==> config.mk <==
export PLATFORM = sky130hd
export DESIGN_NAME = alu_arbiter
export DESIGN_NICKNAME = d
export VERILOG_FILES = /design/src/rtl/alu_arbiter.sv
export SDC_FILE = /design/constraint.sdc
export NUM_CORES = 1
export LEC_CHECK = 0
export ABC_AREA = 0
export CAP_MARGIN = 20
export CORE_MARGIN = 3
export CORE_UTILIZATION = 35
export CTS_BUF_LIST = sky130_fd_sc_hd__clkbuf_4
export DETAILED_ROUTE_END_ITERATION = 16
export GPL_ROUTABILITY_DRIVEN = 0
export PLACE_DENSITY = 0.61
export REMOVE_ABC_BUFFERS = 1
export SLEW_MARGIN = 30
export SYNTH_ARGS = -nofsm -noshare
export SYNTH_HDL_FRONTEND = slang
export SYNTH_SLANG_ARGS = --single-unit
==> constraint.sdc <==
create_clock -name clk -period 4.5 [get_ports clk]
set_input_delay 0.45 -clock clk [delete_from_list [all_inputs] [get_ports clk]]
set_output_delay 0.45 -clock clk [all_outputs]
set_load 0.02 [all_outputs]
==> src/rtl/alu_arbiter.sv <==
// alu_arbiter: shares one 32-bit integer ALU between two requesters (r0, r1).
// Handshakes: a request transfers on a rising edge where rN_valid && rN_ready;
// a result transfers on a rising edge where rN_rvalid && rN_rready. Payloads
// must be held stable while valid is high and ready is low.
module alu_arbiter #(
  parameter int CNT_W = 32
) (
  input  logic             clk,
  input  logic             rst_n,
  input  logic             r0_valid,
  output logic             r0_ready,
  input  logic [5:0]       r0_op,
  input  logic [31:0]      r0_x,
  input  logic [31:0]      r0_y,
  output logic             r0_rvalid,
  input  logic             r0_rready,
  output logic [31:0]      r0_z,
  output logic             r0_ovf,
  output logic             r0_err,
  input  logic             r1_valid,
  output logic             r1_ready,
  input  logic [5:0]       r1_op,
  input  logic [31:0]      r1_x,
  input  logic [31:0]      r1_y,
  output logic             r1_rvalid,
  input  logic             r1_rready,
  output logic [31:0]      r1_z,
  output logic             r1_ovf,
  output logic             r1_err,
  output logic             busy,
  output logic [CNT_W-1:0] op_cnt,
  output logic [1:0]       dbg_state
);

  // Opcode encodings (MIPS funct field values).
  localparam logic [5:0] OP_SLL  = 6'h00;
  localparam logic [5:0] OP_SRL  = 6'h02;
  localparam logic [5:0] OP_SRA  = 6'h03;
  localparam logic [5:0] OP_ADD  = 6'h20;
  localparam logic [5:0] OP_ADDU = 6'h21;
  localparam logic [5:0] OP_SUB  = 6'h22;
  localparam logic [5:0] OP_SUBU = 6'h23;
  localparam logic [5:0] OP_OR   = 6'h25;

  typedef enum logic [1:0] {IDLE = 2'd0, EXEC = 2'd1, RESP = 2'd2} state_t;

  state_t            state_q, state_d;
  logic              last_q, owner_q;
  logic [5:0]        op_q;
  logic [31:0]       x_q, y_q;
  logic [31:0]       r0_z_q, r1_z_q;
  logic              r0_ovf_q, r1_ovf_q, r0_err_q, r1_err_q;
  logic [CNT_W-1:0]  op_cnt_q;
  logic              gnt_any, gnt, accept, resp_hs;
  logic [32:0]       zz;
  logic              alu_ovf, alu_err;
  logic [4:0]        sh;
  logic [31:0]       sra_r;

  // Round-robin grant, only offered in IDLE; a tie goes to the port != last.
  always_comb begin
    gnt_any = (state_q == IDLE) && (r0_valid || r1_valid);
    gnt     = 1'b0;
    if (r0_valid && r1_valid) gnt = ~last_q;
    else if (r1_valid)        gnt = 1'b1;
  end

  assign r0_ready  = gnt_any && !gnt;
  assign r1_ready  = gnt_any && gnt;
  assign accept    = gnt_any;
  assign resp_hs   = (state_q == RESP) && (owner_q ? r1_rready : r0_rready);
  assign r0_rvalid = (state_q == RESP) && !owner_q;
  assign r1_rvalid = (state_q == RESP) && owner_q;
  assign busy      = (state_q != IDLE);
  assign dbg_state = state_q;
  assign op_cnt    = op_cnt_q;
  assign r0_z      = r0_z_q;
  assign r0_ovf    = r0_ovf_q;
  assign r0_err    = r0_err_q;
  assign r1_z      = r1_z_q;
  assign r1_ovf    = r1_ovf_q;
  assign r1_err    = r1_err_q;

  // Next-state logic: IDLE -> EXEC on accept, EXEC -> RESP, RESP -> IDLE on handshake.
  always_comb begin
    state_d = state_q;
    case (state_q)
      IDLE:    if (accept) state_d = EXEC;
      EXEC:    state_d = RESP;
      RESP:    if (resp_hs) state_d = IDLE;
      default: state_d = IDLE;
    endcase
  end

  // State register; last resets to 1 so r0 wins the first tie.
  always_ff @(posedge clk or negedge rst_n) begin
    if (!rst_n) begin
      state_q <= IDLE;
      last_q  <= 1'b1;
    end else begin
      state_q <= state_d;
      if (accept) last_q <= gnt;
    end
  end

  // Operation latch taken from the granted port on accept.
  always_ff @(posedge clk or negedge rst_n) begin
    if (!rst_n) begin
      owner_q <= 1'b0;
      op_q    <= '0;
      x_q     <= '0;
      y_q     <= '0;
    end else if (accept) begin
      owner_q <= gnt;
      op_q    <= gnt ? r1_op : r0_op;
      x_q     <= gnt ? r1_x  : r0_x;
      y_q     <= gnt ? r1_y  : r0_y;
    end
  end

  // Shared ALU: 33-bit intermediate so signed overflow is visible in zz[32]^zz[31].
  always_comb begin
    sh      = y_q[4:0];
    sra_r   = $signed(x_q) >>> sh;
    zz      = '0;
    alu_ovf = 1'b0;
    alu_err = 1'b0;
    case (op_q)
      OP_ADD: begin
        zz      = {x_q[31], x_q} + {y_q[31], y_q};
        alu_ovf = zz[32] ^ zz[31];
      end
      OP_SUB: begin
        zz      = {x_q[31], x_q} - {y_q[31], y_q};
        alu_ovf = zz[32] ^ zz[31];
      end
      OP_ADDU: zz = {1'b0, x_q} + {1'b0, y_q};
      OP_SUBU: zz = {1'b0, x_q} - {1'b0, y_q};
      OP_OR:   zz = {1'b0, x_q | y_q};
      OP_SLL:  zz = {1'b0, x_q << sh};
      OP_SRL:  zz = {1'b0, x_q >> sh};
      OP_SRA:  zz = {1'b0, sra_r};
      default: alu_err = 1'b1;
    endcase
  end

  // Result capture into the owner's registers at the end of EXEC; held otherwise.
  always_ff @(posedge clk or negedge rst_n) begin
    if (!rst_n) begin
      r0_z_q   <= '0;
      r0_ovf_q <= 1'b0;
      r0_err_q <= 1'b0;
      r1_z_q   <= '0;
      r1_ovf_q <= 1'b0;
      r1_err_q <= 1'b0;
    end else if (state_q == EXEC) begin
      if (owner_q) begin
        r1_z_q   <= zz[31:0];
        r1_ovf_q <= alu_ovf;
        r1_err_q <= alu_err;
      end else begin
        r0_z_q   <= zz[31:0];
        r0_ovf_q <= alu_ovf;
        r0_err_q <= alu_err;
      end
    end
  end

  // Completed-operation counter, wraps naturally.
  always_ff @(posedge clk or negedge rst_n) begin
    if (!rst_n)       op_cnt_q <= '0;
    else if (resp_hs) op_cnt_q <= op_cnt_q + CNT_W'(1);
  end

endmodule

* Yosys cells after proc, flatten, opt, wreduce, memory -nomap -nowiden
Index checks and enable logic that the tools add are counted.
** Cells by class
- Add/subtract/negate cells :: 5
- Equality and inequality tests :: 11
- Shift operators :: 3
- Multiplexer cells :: 12
- Bitwise logic cells :: 5
- Reduce and logical (&&, ||, !) cells :: 17
** Operators by type and width (number)
- one-hot mux 32 bit (8 select lines) :: 1
- two-way mux 32 bit :: 2
- adder 32 x 32 -> 33 bit :: 1
- subtractor 32 x 32 -> 33 bit :: 1
- adder 32 x 1 -> 32 bit, second input constant :: 1
- adder 32 bit :: 1
- bitwise OR 32 bit :: 1
- << shifter 32 x 5 -> 32 bit :: 1
- >> shifter 32 x 5 -> 32 bit :: 1
- >>> shifter 32 x 5 -> 32 bit :: 1
- subtractor 32 bit :: 1
- == test 6 bit, second input constant :: 5
- == test 6 x 2 -> 1 bit, second input constant :: 2
- OR reduction 8 bit :: 1
- logical AND 1 bit :: 7
- zero test 6 bit :: 1
- two-way mux 6 bit :: 1
- one-hot mux 2 bit (3 select lines) :: 1
- AND reduction 2 bit :: 3
- two-way mux 1 bit :: 4
- two-way mux 2 bit :: 2
- inequality test 2 bit, second input constant :: 2
- == test 2 x 1 -> 1 bit, second input constant :: 1
- == test 2 bit, second input constant :: 1
- other kinds (7) :: 10
** Word-level totals
- Register bits after elaboration :: 174
- Bits of input ports :: 146
- Output and inout port bits :: 107
- Logic and storage cells :: 66

* Depth between registers and ports, before layout
- Word-level depth :: 4
- Gate-level depth with buffers :: 23
- Gate-level depth less buffers :: 17

* Worst setup path after synthesis
Ideal clock, no wire load.
- Kind :: reg2reg
- Start :: reg y_q[0]
- End :: reg r1_z_q[24], in the netlist r1_z[24]
- Setup time :: 125 ps
- Arrival time :: 4722 ps
- Data required time :: 4375 ps
- Slack :: -347 ps
- Stages on the path, launching flop included :: 22
- Buffers on the path :: 5
- Period minus slack after synthesis :: 4847 ps
- Cells stage by stage :: dfrtp_1 > buf_2 > buf_4 > buf_4 > buf_4 > inv_2 > ha_1 > nand3_1 > or3_1 > clkbuf_1 > o31ai_1 > xnor2_1 > ha_1 > a21oi_1 > a21oi_1 > a211oi_1 > a211oi_1 > o41ai_1 > a21o_1 > a21oi_1 > a211o_1 > mux2_2
** On the way
- Cells in the longest elaborated chain, start to end :: 2
- Elaborated cells on any way between the ends :: 8
- Classes of those cells :: add/sub: 4; shift: 3; mux: 1
** Ends and longest elaborated chain
- start, declared :: RTL line 50 : logic [31:0] x_q, y_q;
- start signal, assigned :: RTL line 117 : y_q <= gnt ? r1_y : r0_y;
- subtractor 32 bit, or another cell as far along :: RTL line 138 : OP_SUBU: zz = {1'b0, x_q} - {1'b0, y_q};
- one-hot mux 32 bit (8 select lines) * :: RTL line 128 : case (op_q)
- end signal, assigned :: RTL line 158 : r1_z_q <= zz[31:0];
- end, declared :: RTL line 51 : logic [31:0] r0_z_q, r1_z_q;
Mark *: on every way between the ends. The rest lies on a longest branch, timed or not.
A chain may end at the register's enable or synchronous reset.

* Worst setup path after layout
- Start :: reg y_q[7]
- End :: reg r0_z_q[20], in the netlist r0_z[20]
** On the way
- Cells in the longest elaborated chain, start to end :: 2
- Elaborated cells on any way between the ends :: 5
- Classes of those cells :: add/sub: 4; mux: 1
** Ends and longest elaborated chain
- subtractor 32 bit, or another cell as far along :: RTL line 138
- one-hot mux 32 bit (8 select lines) * :: RTL line 128
- end signal, assigned :: RTL line 162 : r0_z_q <= zz[31:0];
- end, declared :: RTL line 51
Marks and branches as above.

==> results.md <==
- Status: complete, but fails checks
- Failing checks: setup timing
- H-tree levels: 4
- VDD IR max: 0.000441 V
- Post-Syn Instances: 2220
- Syn avg cell area: 8.16 um^2
- Number of fill cells: 4963
- Post-synth EDFFs: 0
- Psw: 12.0 mW
- CP Launch Type: flop
- Vert. Die Dim: 233 um
- Area grow syn2layout: 26.3%
- Share of the synthesized area in the top cell type: 23.9%
- Clock root buffer: clkbuf_4
- Pwr Total: 21.3 mW
- DP Worst Slack: -0.409 ns
- Critical R2R Launch: y_q[7]
- I/O Pins: 253
- Pwr/cell area: 932 mW/mm^2
- GRT Util Overall: 27.0%
- Antenna Nets Post-Route: 0
- CTS Sinks: 174
- Post-layout minimum cycle time: 4.57 ns
- Hold Vio Cnt, Final: 0
- Total wire length: 75.9 mm
- Crit path arrival time: 5.21 ns
- RSZ-0062 raised after global routing: true
- Synth Flop Type: dfrtp_1
- Max Freq: 0.219 GHz
- Vias in the first global route: 18386
- Critical Path Sink: r0_z[20]
- Vias: 19708
- Initial antenna violation count: 3
- Reg clk slew, reported paths: 0.20 ns
- Logic pwr share: 82.7%
- DP Area: 0.0221 mm^2
- LEAKAGE: 9.78 nW
- Clk pwr share: 4.7%
- Worst Tran Pin Value: 0.866 ns
- Initial Utilization: 35.8%
- # rows: 82
- Final setup fails: 5
- RR Endpoint: r0_z[20]
- Final period util: 102%
- Max-cap check violation count: 0
- DR top layer: met4
- Crit-path max FO: 6
- First-pass GRT wire length: 112 mm
- DRT Pass-1 Iters: 8
- Nets: 2775
- Switching portion of total power: 56.2%
- Area leader, netlist: dfrtp_1
- Required time of the worst setup path: 5.14 ns
- Met3 WL: 9.20 mm
- DR WL/cell: 23.8 um
- Synth async-reset ratio: 100%
- Final HPWL DP: 59.1 mm
- Clk Latency, worst-skew pair: 0.76 ns
- Setup CP Type: reg -> reg
- Design area: 0.0229 mm^2
- Worst Skew: 0.0415 ns
- Rel. slew slack: 42.3%
- Synth Register Bits: 174
- Register share of total power: 12.6%
- Vias per cell: 6.18
- Crit end category: flop
- CTS Buffer Depth: 2
- Sequential-to-total area share from yosys stat: 24.1%
- PortBufs: 252
- Hold WC Path Type: in -> async
- R2R Setup Slk: -0.07 ns
- Top cells by area, synth: dfrtp_1, ha_1, mux4_2
- Die ar.: 0.0545 mm^2
- Gr ovfl total: 0
- Synthesis Warnings: 0
- CTS Buf Count: 17
- Met1 Wirelength: 30.2 mm
- Synthesized cell area: 0.0181 mm^2
- 1st-iter DRT viols: 2769
- Distinct cells, synth: 86
- Detailed-routed wire length on met2: 32.3 mm
- Die width: 233 um
- Setup slack after layout: -0.0732 ns
- Critical Path Start: y_q[7]
- R2R depth: 17
- Final max-slew violation count: 0
- Largest net degree at the start of global routing: 91
- Proportion of layout cells with a drive suffix above 1: 15.0%
- CTS tree: built
- P_int: 9.32 mW
- Drt drc: 0
- Core footprint: 0.0506 mm^2
cell type report:
type | count | area [um^2] | area share (%)
antenna | 5 | 12.5 | 0.0547
clock buffer | 17 | 128 | 0.558
clock inverter | 15 | 199 | 0.870
inverter | 181 | 679 | 2.97
multi-input combinational | 1700 | 12800 | 55.9
sequential | 174 | 4370 | 19.1
tap | 672 | 841 | 3.68
timing repair buffer | 423 | 3870 | 16.9
cell families (layout without fill, tap and decap cells):
family          Yosys count  in the layout  synth area share [%]
compound gates          669            669                  25.0
xor+xnor                110            110                  5.36
fa+ha+maj               132            132                  9.25
buf+inv                 346            636                  7.36
flops                   174            174                  24.1
mux                     129            129                  12.2
other cells               0              5                     0
simple gates            660            660                  16.8
power groups by stage:
stage	registers [mW]	logic [mW]	clock network (mW)
after CTS	2.67	16.6	1.06
after detailed placement	2.71	16.4	0
after global routing	2.77	18.7	1.12
after global placement	2.69	16.2	0
after floorplan	3.45	9.64	0
final	2.69	17.6	0.992
worst min-delay path by stage:
stage | to | slack (ns) | cells after the start
4_1_cts | op_cnt[15] | 0.14 | 2
6_report | op_cnt[15] | 0.24 | 2
3_3_place_gp | op_cnt[31] | 0.46 | 1
3_5_place_dp | op_cnt[31] | 0.46 | 1
5_1_grt | x_q[31] | 0.17 | 3
2_1_floorplan | dbg_state[0] | 0.15 | 0
repair_timing:
action                     CTS  global route
setup endpoints to repair   20            33
hold endpoints to repair    84             0
cloned                       0             0
resized for setup           15            66
hold buffers                 1             0
setup buffers                0            13
pin swaps                    5            33
per-stage QoR:
step / hold WS, ns / cells / TNS, ns / utilization (%)
6_report: 0.238 / 3187 / -0.211 / 45.2
5_1_grt: 0.167 / 3186 / -1.27 / 45.2
4_1_cts: 0.141 / 3169 / 0 / 44.5
3_5_place_dp: 0.462 / 3136 / -3.23 / 43.7
3_3_place_gp: 0.458 / 3135 / -1.66 / 43.6
2_1_floorplan: 0.154 / 2055 / -70.56 / -
critical path: stages, from the launching register on:
cell and delay [ns]:
dfrtp_1 0.41, or4_4 0.54, or3_4 0.41, or3_4 0.37, buf_6 0.15, o21ai_4 0.16, xnor2_2 0.09, ha_1 0.36
nand4_1 0.19, nor4_2 0.33, a22oi_2 0.14, buf_4 0.17, a21oi_1 0.15, nand2b_1 0.19, xnor2_1 0.16, o221ai_1 0.31
a21oi_2 0.25, o21ai_1 0.09
cell usage after synthesis (all sizes together) (10+ instances only):
master,instances
a211o,10
a211oi,32
a21o,20
a21oi,155
a221oi,10
a222oi,70
a31oi,16
and2,17
and3,15
buf,34
clkbuf,131
dfrtp,173
ha,129
inv,180
mux2,19
mux2i,39
mux4,71
nand2,205
nand2b,19
nand3,43
nand4,27
nor2,210
nor2b,15
nor3,43
nor4,20
o211ai,33
o21ai,171
o21bai,16
o221ai,20
o22ai,16
o31ai,14
or3,11
xnor2,87
xor2,23
layout by cell type (no fill, tap or decap), types with 38 or more instances in the layout:
master / instances
a21oi_1: 148
a222oi_1: 70
buf_4: 163
clkdlybuf4s50_1: 251
dfrtp_1: 169
ha_1: 128
inv_1: 176
mux2i_1: 38
mux4_2: 71
nand2_1: 202
nand3_1: 41
nor2_1: 205
nor3_1: 42
o21ai_0: 125
xnor2_1: 83
registers in the layout, indices dropped and copies added, names as in the netlist:
name / cells
r1_ovf: 1
last_q: 1
x_q: 32
r0_ovf: 1
r1_z: 32
owner_q: 1
y_q: 32
dbg_state: 2
op_cnt: 32
r0_z: 32
r1_err: 1
r0_err: 1
op_q: 6
metal layers:
layer | vias up | GRT usage (%)
met5 | - | 0
met4 | 0 | 13.4
met3 | 226 | 5.88
met2 | 1311 | 40.3
met1 | 9412 | 37.0
li1 | 8759 | -
(Power assumes the default switching activity.)
